--- src/rtl/multiplier_unsigned_pkg.sv ---
// Shared widths and the per-stage pipeline record for the unsigned multiplier.
// Latency: n/a (types and constants only).
// Backpressure: n/a.
package multiplier_unsigned_pkg;

  localparam int MUL_PIPELINE = 16;
  localparam int MUL_DATA_W   = 32;
  localparam int MUL_PROD_W   = 64;
  localparam int MUL_TAG_W    = 4;

  // One pipeline stage: partial product so far, multiplicand already shifted
  // into place for this stage, and the multiplier bits not yet consumed.
  typedef struct packed {
    logic                  valid;
    logic [MUL_TAG_W-1:0]  tag;
    logic [MUL_PROD_W-1:0] acc;
    logic [MUL_PROD_W-1:0] mcand;
    logic [MUL_DATA_W-1:0] mplr;
  } mul_stage_t;

endpackage

--- src/rtl/multiplier_stage.sv ---
// One radix-4 step of the shift-add multiplier: folds two multiplier bits into acc.
// Latency: 0 cycles (purely combinational).
// Backpressure: none.
module multiplier_stage
  import multiplier_unsigned_pkg::*;
(
  input  logic [MUL_PROD_W-1:0] acc,
  input  logic [MUL_PROD_W-1:0] mcand,
  input  logic [MUL_DATA_W-1:0] mplr,
  output logic [MUL_PROD_W-1:0] acc_next,
  output logic [MUL_PROD_W-1:0] mcand_next,
  output logic [MUL_DATA_W-1:0] mplr_next
);

  logic [MUL_PROD_W-1:0] pp0;
  logic [MUL_PROD_W-1:0] pp1;

  // Select the two partial products for the low multiplier bits and add them in.
  always_comb begin
    pp0        = mplr[0] ? mcand : '0;
    pp1        = mplr[1] ? {mcand[MUL_PROD_W-2:0], 1'b0} : '0;
    acc_next   = acc + pp0 + pp1;
    mcand_next = {mcand[MUL_PROD_W-3:0], 2'b00};
    mplr_next  = {2'b00, mplr[MUL_DATA_W-1:2]};
  end

endmodule

--- src/rtl/multiplier_unsigned.sv ---
// Fully pipelined 32x32->64 unsigned multiplier, two multiplier bits per stage.
// Latency: 16 cycles, one operation accepted per cycle.
// Backpressure: none; results must be taken the cycle out_valid is high.
module multiplier_unsigned
  import multiplier_unsigned_pkg::*;
#(
  // Stage count is fixed by 32 bits / 2 bits per stage.
  parameter int PIPELINE = MUL_PIPELINE,
  // Must match MUL_TAG_W, which sizes the tag field in the stage record.
  parameter int TAG_W    = MUL_TAG_W
) (
  input  logic                  clk,
  input  logic                  reset,
  input  logic                  flush,
  input  logic                  in_valid,
  input  logic [MUL_DATA_W-1:0] multiplicand,
  input  logic [MUL_DATA_W-1:0] multiplier,
  input  logic [TAG_W-1:0]      in_tag,
  output logic                  out_valid,
  output logic [MUL_DATA_W-1:0] product_hi,
  output logic [MUL_DATA_W-1:0] product_lo,
  output logic [TAG_W-1:0]      out_tag
);

  mul_stage_t stage_in  [PIPELINE];
  mul_stage_t stage_nxt [PIPELINE];
  mul_stage_t stage_q   [PIPELINE];

  for (genvar g = 0; g < PIPELINE; g++) begin : g_stage
    logic [MUL_PROD_W-1:0] acc_nxt;
    logic [MUL_PROD_W-1:0] mcand_nxt;
    logic [MUL_DATA_W-1:0] mplr_nxt;

    // Stage 0 starts a fresh product from the ports; later stages chain registers.
    if (g == 0) begin : g_head
      assign stage_in[g] = '{valid: in_valid,
                             tag:   in_tag,
                             acc:   '0,
                             mcand: {{(MUL_PROD_W-MUL_DATA_W){1'b0}}, multiplicand},
                             mplr:  multiplier};
    end else begin : g_body
      assign stage_in[g] = stage_q[g-1];
    end

    multiplier_stage u_stage (
      .acc        (stage_in[g].acc),
      .mcand      (stage_in[g].mcand),
      .mplr       (stage_in[g].mplr),
      .acc_next   (acc_nxt),
      .mcand_next (mcand_nxt),
      .mplr_next  (mplr_nxt)
    );

    assign stage_nxt[g] = '{valid: stage_in[g].valid,
                            tag:   stage_in[g].tag,
                            acc:   acc_nxt,
                            mcand: mcand_nxt,
                            mplr:  mplr_nxt};
  end

  // Advance every stage each cycle; flush squashes valid/tag/acc, reset clears all.
  always_ff @(posedge clk or negedge reset) begin
    if (!reset) begin
      for (int k = 0; k < PIPELINE; k++) begin
        stage_q[k] <= '0;
      end
    end else if (flush) begin
      for (int k = 0; k < PIPELINE; k++) begin
        stage_q[k].valid <= 1'b0;
        stage_q[k].tag   <= '0;
        stage_q[k].acc   <= '0;
        stage_q[k].mcand <= stage_nxt[k].mcand;
        stage_q[k].mplr  <= stage_nxt[k].mplr;
      end
    end else begin
      for (int k = 0; k < PIPELINE; k++) begin
        stage_q[k] <= stage_nxt[k];
      end
    end
  end

  // A flush in the current cycle also hides the result already sitting in the last stage.
  assign out_valid  = stage_q[PIPELINE-1].valid & ~flush;
  assign product_hi = stage_q[PIPELINE-1].acc[MUL_PROD_W-1:MUL_DATA_W];
  assign product_lo = stage_q[PIPELINE-1].acc[MUL_DATA_W-1:0];
  assign out_tag    = stage_q[PIPELINE-1].tag;

endmodule
--- config.mk ---
export PLATFORM = sky130hd
export DESIGN_NAME = multiplier_unsigned
export DESIGN_NICKNAME = d
export VERILOG_FILES = /design/src/rtl/multiplier_unsigned_pkg.sv /design/src/rtl/multiplier_stage.sv /design/src/rtl/multiplier_unsigned.sv
export SDC_FILE = /design/constraint.sdc
export NUM_CORES = 2
export LEC_CHECK = 0
export CORE_MARGIN = 2
export CORE_UTILIZATION = 49
export CTS_BUF_LIST = sky130_fd_sc_hd__clkbuf_4
export DETAILED_ROUTE_END_ITERATION = 12
export PLACE_DENSITY = 0.68
export REMOVE_ABC_BUFFERS = 1
export SYNTH_ARGS = -nofsm -noshare
export SYNTH_HDL_FRONTEND = slang
export SYNTH_SLANG_ARGS = --single-unit
--- constraint.sdc ---
create_clock -name clk -period 4.7 [get_ports clk]
set_clock_uncertainty 0.2 [all_clocks]
set_input_delay 0.705 -clock clk [delete_from_list [all_inputs] [get_ports clk]]
set_output_delay 0.705 -clock clk [all_outputs]
set_load 0.03 [all_outputs]
# After elaboration in Yosys (flattened, before gate mapping)

Cells that the tools add are included.

Bitwise operators: 2
Add/sub/neg operators: 31
Muxes and demuxes: 33

Operator list:

| cell                 | number |
|---|---|
| 2640-bit two-way mux | 1 |
| 64-bit adder         | 31 |
| 64-bit two-way mux   | 30 |
| 33-bit two-way mux   | 1 |
| 32-bit two-way mux   | 1 |
| 1-bit bitwise AND    | 1 |
| 1-bit inverter       | 1 |

Bits in registers: 2544
Input port bits: 72
Logic and storage cells: 144
Output and inout port bits: 69

# Longest topological paths before layout

Depth after elaboration: 4
Gate-level depth with buffers: 16
Depth with buffers taken out: 15

# Modules after synthesis

Synthesis repeated with hierarchy kept, for this count alone.

Cell total of the unflattened synthesis: 17201
Area, all modules: 175158.0 µm²

By module, submodules not included:

| module                                     | instances | seq. area each (µm²) | cells each | area each (µm²) |
|---|---|---|---|---|
| multiplier_unsigned                        | 1         | 63661.1              | 3841       | 72040.3 |
| multiplier_stage (g_stage[14].u_stage ...) | 9         | 0.0                  | 829        | 6391.1 |
| multiplier_stage (g_stage[0].u_stage ...)  | 3         | 0.0                  | 839        | 6506.2 |
| multiplier_stage (g_stage[8].u_stage)      | 1         | 0.0                  | 857        | 6628.9 |
| multiplier_stage (g_stage[12].u_stage)     | 1         | 0.0                  | 850        | 6543.8 |
| multiplier_stage (g_stage[9].u_stage)      | 1         | 0.0                  | 838        | 6453.7 |
| multiplier_stage (g_stage[13].u_stage)     | 1         | 0.0                  | 837        | 6452.4 |

# Worst setup path before layout

Ideal clock, no wire load.

Kind: register -> register
Start point: register, netlist name stage_in[1155]
End point: register, netlist name stage_in[1133]
Required time: 4372 ps
Slack: 598 ps
Path buffers: 1
Setup time: 128 ps
Arrival: 3775 ps
Stages on the path, launching flop included: 17
Clock period less this slack: 4102 ps
Cells stage by stage: dfrtp_1 -> clkbuf_1 -> and2_1 -> fa_1 -> ha_1 -> inv_1 -> fa_1 -> and2b_1 -> o2111ai_1 -> and3_1 -> o41ai_2 -> a21oi_1 -> nand2b_1 -> o21ai_2 -> a221oi_2 -> o21ai_1 -> mux2_1

Word-level cells in the longest chain between the ends: 4

RTL lines:

| what                      | line                      | source |
|---|---|---|
| 64-bit two-way mux        | multiplier_stage.sv:20    | `pp0 = mplr[0] ? mcand : '0;` |
| 64-bit adder (2 in a row) | multiplier_stage.sv:22    | `acc_next = acc + pp0 + pp1;` |
| 2640-bit two-way mux      | multiplier_unsigned.sv:67 | `end else if (flush) begin` |

Every way passes these cells.

# Worst setup path in the final report

Start point: register, netlist name stage_in[661]
End point: register, netlist name stage_in[643]

Word-level cells in the longest chain between the ends: 3

RTL lines:

| what                 | line                      | source |
|---|---|---|
| 64-bit two-way mux   | multiplier_stage.sv:21    | `pp1 = mplr[1] ? {mcand[MUL_PROD_W-2:0], 1'b0} : '0;` |
| 64-bit adder         | multiplier_stage.sv:22    |  |
| 2640-bit two-way mux | multiplier_unsigned.sv:67 |  |

Every way passes these cells.

==> impl_results.html <==
<table>
<tr><th>Metric</th><th>Value</th></tr>
<tr><th colspan="2">Status</th></tr>
<tr><td>Status</td><td>finished clean</td></tr>
<tr><th colspan="2">Timing</th></tr>
<tr><td>Final critical-path required period</td><td>between 4000 and 5000 ps</td></tr>
<tr><td>Achievable clock frequency</td><td>~220 MHz</td></tr>
<tr><td>Pins Over Slew Limit</td><td>0</td></tr>
<tr><td>Count of final hold-check violations</td><td>0</td></tr>
<tr><td>Hold Worst Slack</td><td>about 63 ps</td></tr>
<tr><td>Actual slew at the worst max-slew pin</td><td>1000 ps</td></tr>
<tr><td>Slew Limit Headroom</td><td>0.333</td></tr>
<tr><td>Final total negative setup slack</td><td>0 ps</td></tr>
<tr><td>Setup-violating endpoint count in the final report</td><td>0</td></tr>
<tr><td>RSZ-0062 raised after global routing</td><td>no</td></tr>
<tr><td>Part of the cycle the worst path needs</td><td>0.951</td></tr>
<tr><th colspan="2">Worst setup path</th></tr>
<tr><td>Worst Setup End Kind</td><td>flip-flop</td></tr>
<tr><td>Req. time, crit path</td><td>5610 ps</td></tr>
<tr><td>Largest stage delay on the critical path</td><td>roughly 480 ps</td></tr>
<tr><td>Crit path cell chain</td><td>and2_1 &gt; fa_1 &gt; ha_1 &gt; a211oi_1 &gt; o21ai_1 &gt; o2111ai_1 &gt; a21oi_1 &gt; o21ai_1 &gt; a311oi_2 &gt; a31oi_2 &gt; o21ai_1 &gt; o31ai_1 &gt; mux2_2</td></tr>
<tr><td>Crit. Startpoint</td><td>stage_in[661]$_DFF_PN0_</td></tr>
<tr><td>Slowest cell on the critical path</td><td>fa_1</td></tr>
<tr><td>Worst-path maximum fanout</td><td>6</td></tr>
<tr><td>Setup slack, reg-to-reg</td><td>230 ps</td></tr>
<tr><td>Worst endpoint data arrival time</td><td>roughly 5400 ps</td></tr>
<tr><td>Reg2reg start</td><td>stage_in[661]$_DFF_PN0_</td></tr>
<tr><td>Type of the setup path with the least slack</td><td>reg -&gt; reg</td></tr>
<tr><td>Nature of the critical path startpoint</td><td>flip-flop</td></tr>
<tr><td>CP most frequent cell</td><td>o21ai_1</td></tr>
<tr><th colspan="2">Logic synthesis</th></tr>
<tr><td>Yosys warns</td><td>0</td></tr>
<tr><td>Post-Syn Instances</td><td>~7600</td></tr>
<tr><td>Fraction of synthesis flops using an asynchronous set or reset pin</td><td>1.00</td></tr>
<tr><td>Library cell occupying the most area in the post-synthesis netlist</td><td>dfrtp_1</td></tr>
<tr><td>Synth top area cells</td><td>dfrtp_1, fa_1, ha_1, and2_1, nor2b_1</td></tr>
<tr><td>Post-synth top area share</td><td>0.463</td></tr>
<tr><td>Synth Area per Inst</td><td>between 10 and 15 um2</td></tr>
<tr><td>Area of the mapped netlist</td><td>0.0856 mm2</td></tr>
<tr><td>Number of synthesized register bits</td><td>1584</td></tr>
<tr><td>Sequential fraction of the synthesis area</td><td>0.463</td></tr>
<tr><td>Post-synth EDFFs</td><td>0</td></tr>
<tr><td>Distinct cell type count of the synthesized netlist</td><td>97</td></tr>
<tr><td>Primary flip-flop cell chosen by synthesis mapping</td><td>dfrtp_1</td></tr>
<tr><th colspan="2">Min path</th></tr>
<tr><td>Hold/Removal Path Class</td><td>reg -&gt; reg</td></tr>
<tr><td>Hold Startpoint</td><td>stage_in[1990]$_DFF_PN0_</td></tr>
<tr><th colspan="2">Finish</th></tr>
<tr><td>Layout Cells excl Fill</td><td>between 10000 and 15000</td></tr>
<tr><td>Design Area, Final</td><td>approximately 0.096 mm2</td></tr>
<tr><td>Post-layout utilization of the core</td><td>0.553</td></tr>
<tr><td>Number of filler instances in the final layout</td><td>~15000</td></tr>
<tr><td>Total number of nets in the final design</td><td>around 9200</td></tr>
<tr><td>Growth of design area from synthesis to finish</td><td>12.1%</td></tr>
<tr><td>Register cell area after layout</td><td>0.0396 mm2</td></tr>
<tr><td>Share of final-layout standard cells stronger than drive strength 1</td><td>0.104</td></tr>
<tr><td>Area of the multi-input gates</td><td>approximately 0.044 mm2</td></tr>
<tr><th colspan="2">Clock network</th></tr>
<tr><td>Clock latency of the later-clocked register in the worst-skew pair</td><td>between 1000 and 1500 ps</td></tr>
<tr><td>Clock root buffer master</td><td>clkbuf_4</td></tr>
<tr><td>TritonCTS Buffers</td><td>~420</td></tr>
<tr><td>Number of sinks driven by the clock tree</td><td>~1600</td></tr>
<tr><td>H-Tree Depth</td><td>5</td></tr>
<tr><td>Clock tree from TritonCTS</td><td>done</td></tr>
<tr><td>Bufs on Longest Clock Path</td><td>4</td></tr>
<tr><td>CTS clk-pin slew, worst paths</td><td>60 ps</td></tr>
<tr><th colspan="2">Routing</th></tr>
<tr><td>Detailed Route Iter0 Violations</td><td>about 1900</td></tr>
<tr><td>Total via count in the routed design</td><td>55600</td></tr>
<tr><td>Final routed DRC violation total</td><td>0</td></tr>
<tr><td>Antenna-violating nets left</td><td>0</td></tr>
<tr><td>Average routed wire per standard cell</td><td>15.2 um</td></tr>
<tr><td>Vias per Instance</td><td>roughly 5.2</td></tr>
<tr><td>Final wirelength</td><td>between 150 and 200 mm</td></tr>
<tr><td>First-pass iteration count of the detailed router</td><td>6</td></tr>
<tr><th colspan="2">Placement</th></tr>
<tr><td>Weighted congestion at the end of routability-driven global placement</td><td>between 0.9 and 1</td></tr>
<tr><td>Number of placed instances with taps included</td><td>9915</td></tr>
<tr><td>PortBufs</td><td>140</td></tr>
<tr><td>Post-DP HPWL</td><td>118 mm</td></tr>
<tr><td>Placed cell areas</td><td>roughly 0.090 mm2</td></tr>
<tr><th colspan="2">Floorplan</th></tr>
<tr><td>Count of pins on the block boundary</td><td>approximately 140</td></tr>
<tr><td>Total die area</td><td>between 0.15 and 0.2 mm2</td></tr>
<tr><td>Die width</td><td>approximately 420 um</td></tr>
<tr><td>Core area</td><td>0.174 mm2</td></tr>
<tr><td>Core Rows</td><td>around 150</td></tr>
<tr><td>Die height</td><td>422 um</td></tr>
<tr><td>Starting density of the core</td><td>0.493</td></tr>
<tr><th colspan="2">Power</th></tr>
<tr><td>Static leakage</td><td>approximately 47 nW</td></tr>
<tr><td>Power Dens Cells</td><td>around 480 mW/mm2</td></tr>
<tr><td>Worst-case vdd ir drop</td><td>~0.27 mV</td></tr>
<tr><th colspan="2">Global routing</th></tr>
<tr><td>Largest net degree at the start of global routing</td><td>187</td></tr>
<tr><td>Global-route wire length before repair</td><td>about 280 mm</td></tr>
<tr><td>Total global-route track usage</td><td>0.186</td></tr>
<tr><td>Initial antenna violation count</td><td>3</td></tr>
<tr><td>Number of global-route vias before repair</td><td>between 60000 and 70000</td></tr>
<tr><td>Overall overflow remaining after global route</td><td>0</td></tr>
<tr><th colspan="2">Flow run</th></tr>
<tr><td>Max capacitance violation total</td><td>0</td></tr>
</table>
placed cells by master (no fill, tap or decap), drive strengths merged, types with 213 or more instances in the layout:
cell	instances
nor2b	447
clkbuf	577
ha	526
nand2	223
nor2	617
and2	1053
a21oi	383
fa	481
dfrtp	1584
o21ai	233
a21o	312
xnor2	213
routing by layer:
metal  part of all wire  routed length, um  vias to the layer above  GRT usage
met5                  0                  0                        -          0
met4              0.046               7540                        0      0.100
met3              0.036               5850                      502     0.0351
met2               0.56              91000                     1065      0.365
met1               0.36              58600                    27400      0.181
li1                   -                  -                    26700          -
through the flow:
step	setup WS, ps	total power [mW]
final	231	46.5
after global routing	9.20	50.3
after CTS	99.6	47.0
after detailed placement	14.4	35.5
after global placement	50.8	35.0
after floorplan	515	30.7
repair_timing:
action | 4_1_cts | 5_1_grt
hold endpoints to repair | 1750 | 0
resized for setup | 0 | 14
hold buffers | 95 | 0
endpoints found under the setup margin | 0 | 13
setup buffers | 0 | 2
registers in the layout, indices dropped and copies added, names as in the netlist:
register,flops
product_hi,32
out_tag,4
stage_in,1515
stage_q,1
product_lo,32
worst paths after layout:
check / to / depth (start not counted)
setup / recovery: stage_in[643]$_DFF_PN0_ / 13
hold / removal: stage_in[1823]$_DFF_PN0_ / 0
setup reg to reg: stage_in[643]$_DFF_PN0_ / 13
hold reg to reg: stage_in[1823]$_DFF_PN0_ / 0
max in group asynchronous: stage_in[2372]$_DFF_PN0_ / 4
min in group asynchronous: stage_in[943]$_DFF_PN0_ / 4
cells in the mapped netlist (10+ instances only):
master,count
nand3_1,95
nand4_1,34
o21bai_1,63
clkbuf_1,234
nand2_1,223
or2_2,12
a31o_2,13
buf_4,68
or3_1,10
a31oi_1,51
o21ai_1,43
inv_1,138
ha_1,526
xor2_1,164
o21a_1,46
a21boi_0,14
a21oi_1,374
dfrtp_1,1584
o21ai_0,187
and3_1,58
a211o_1,14
nor2_1,617
nor3b_1,19
xnor2_1,213
a21o_1,312
nor2b_1,446
and2_1,1051
fa_1,481
a211oi_1,45
a41oi_1,12
nand2b_1,70
mux2_2,11
o211ai_1,22
nor3_1,98
and4_1,12
o31ai_1,27
a311oi_1,13
logic make-up after synthesis:
logic type / after synthesis / synth area share
AO/OA/AOI/OAI: 1359 / 0.106
XOR/XNOR: 377 / 0.0386
adder cells (fa/ha/maj): 1007 / 0.189
buffers and inverters: 447 / 0.0226
flip-flops: 1584 / 0.463
multiplexers: 19 / 0.00249
AND/OR/NAND/NOR: 2788 / 0.178
power breakdown:
part / total, mW / switching [mW] / internal, mW
Sequential: 16.8 / 1.12 / 15.7
Combinational: 18.6 / 10.4 / 8.24
Clock: 11.0 / 5.36 / 5.67
critical path: cells and delay by family, from the launching register on:
family | cells | cell delay (ps)
AOI/OAI and AO/OA | 9 | 2320
adders and majority gates | 2 | 810
DFF | 1 | 420
muxes | 1 | 370
and+or+nand+nor | 1 | 170
cell type report:
cell class	instances	area share
antenna	5	0.000130
clock buffer	577	0.0451
clock inverter	116	0.00512
inverter	138	0.00540
multi-input combinational	5550	0.459
sequential	1584	0.413
tap	2325	0.0303
timing repair buffer	415	0.0414
Note: power is estimated with default switching activity, not from simulation.
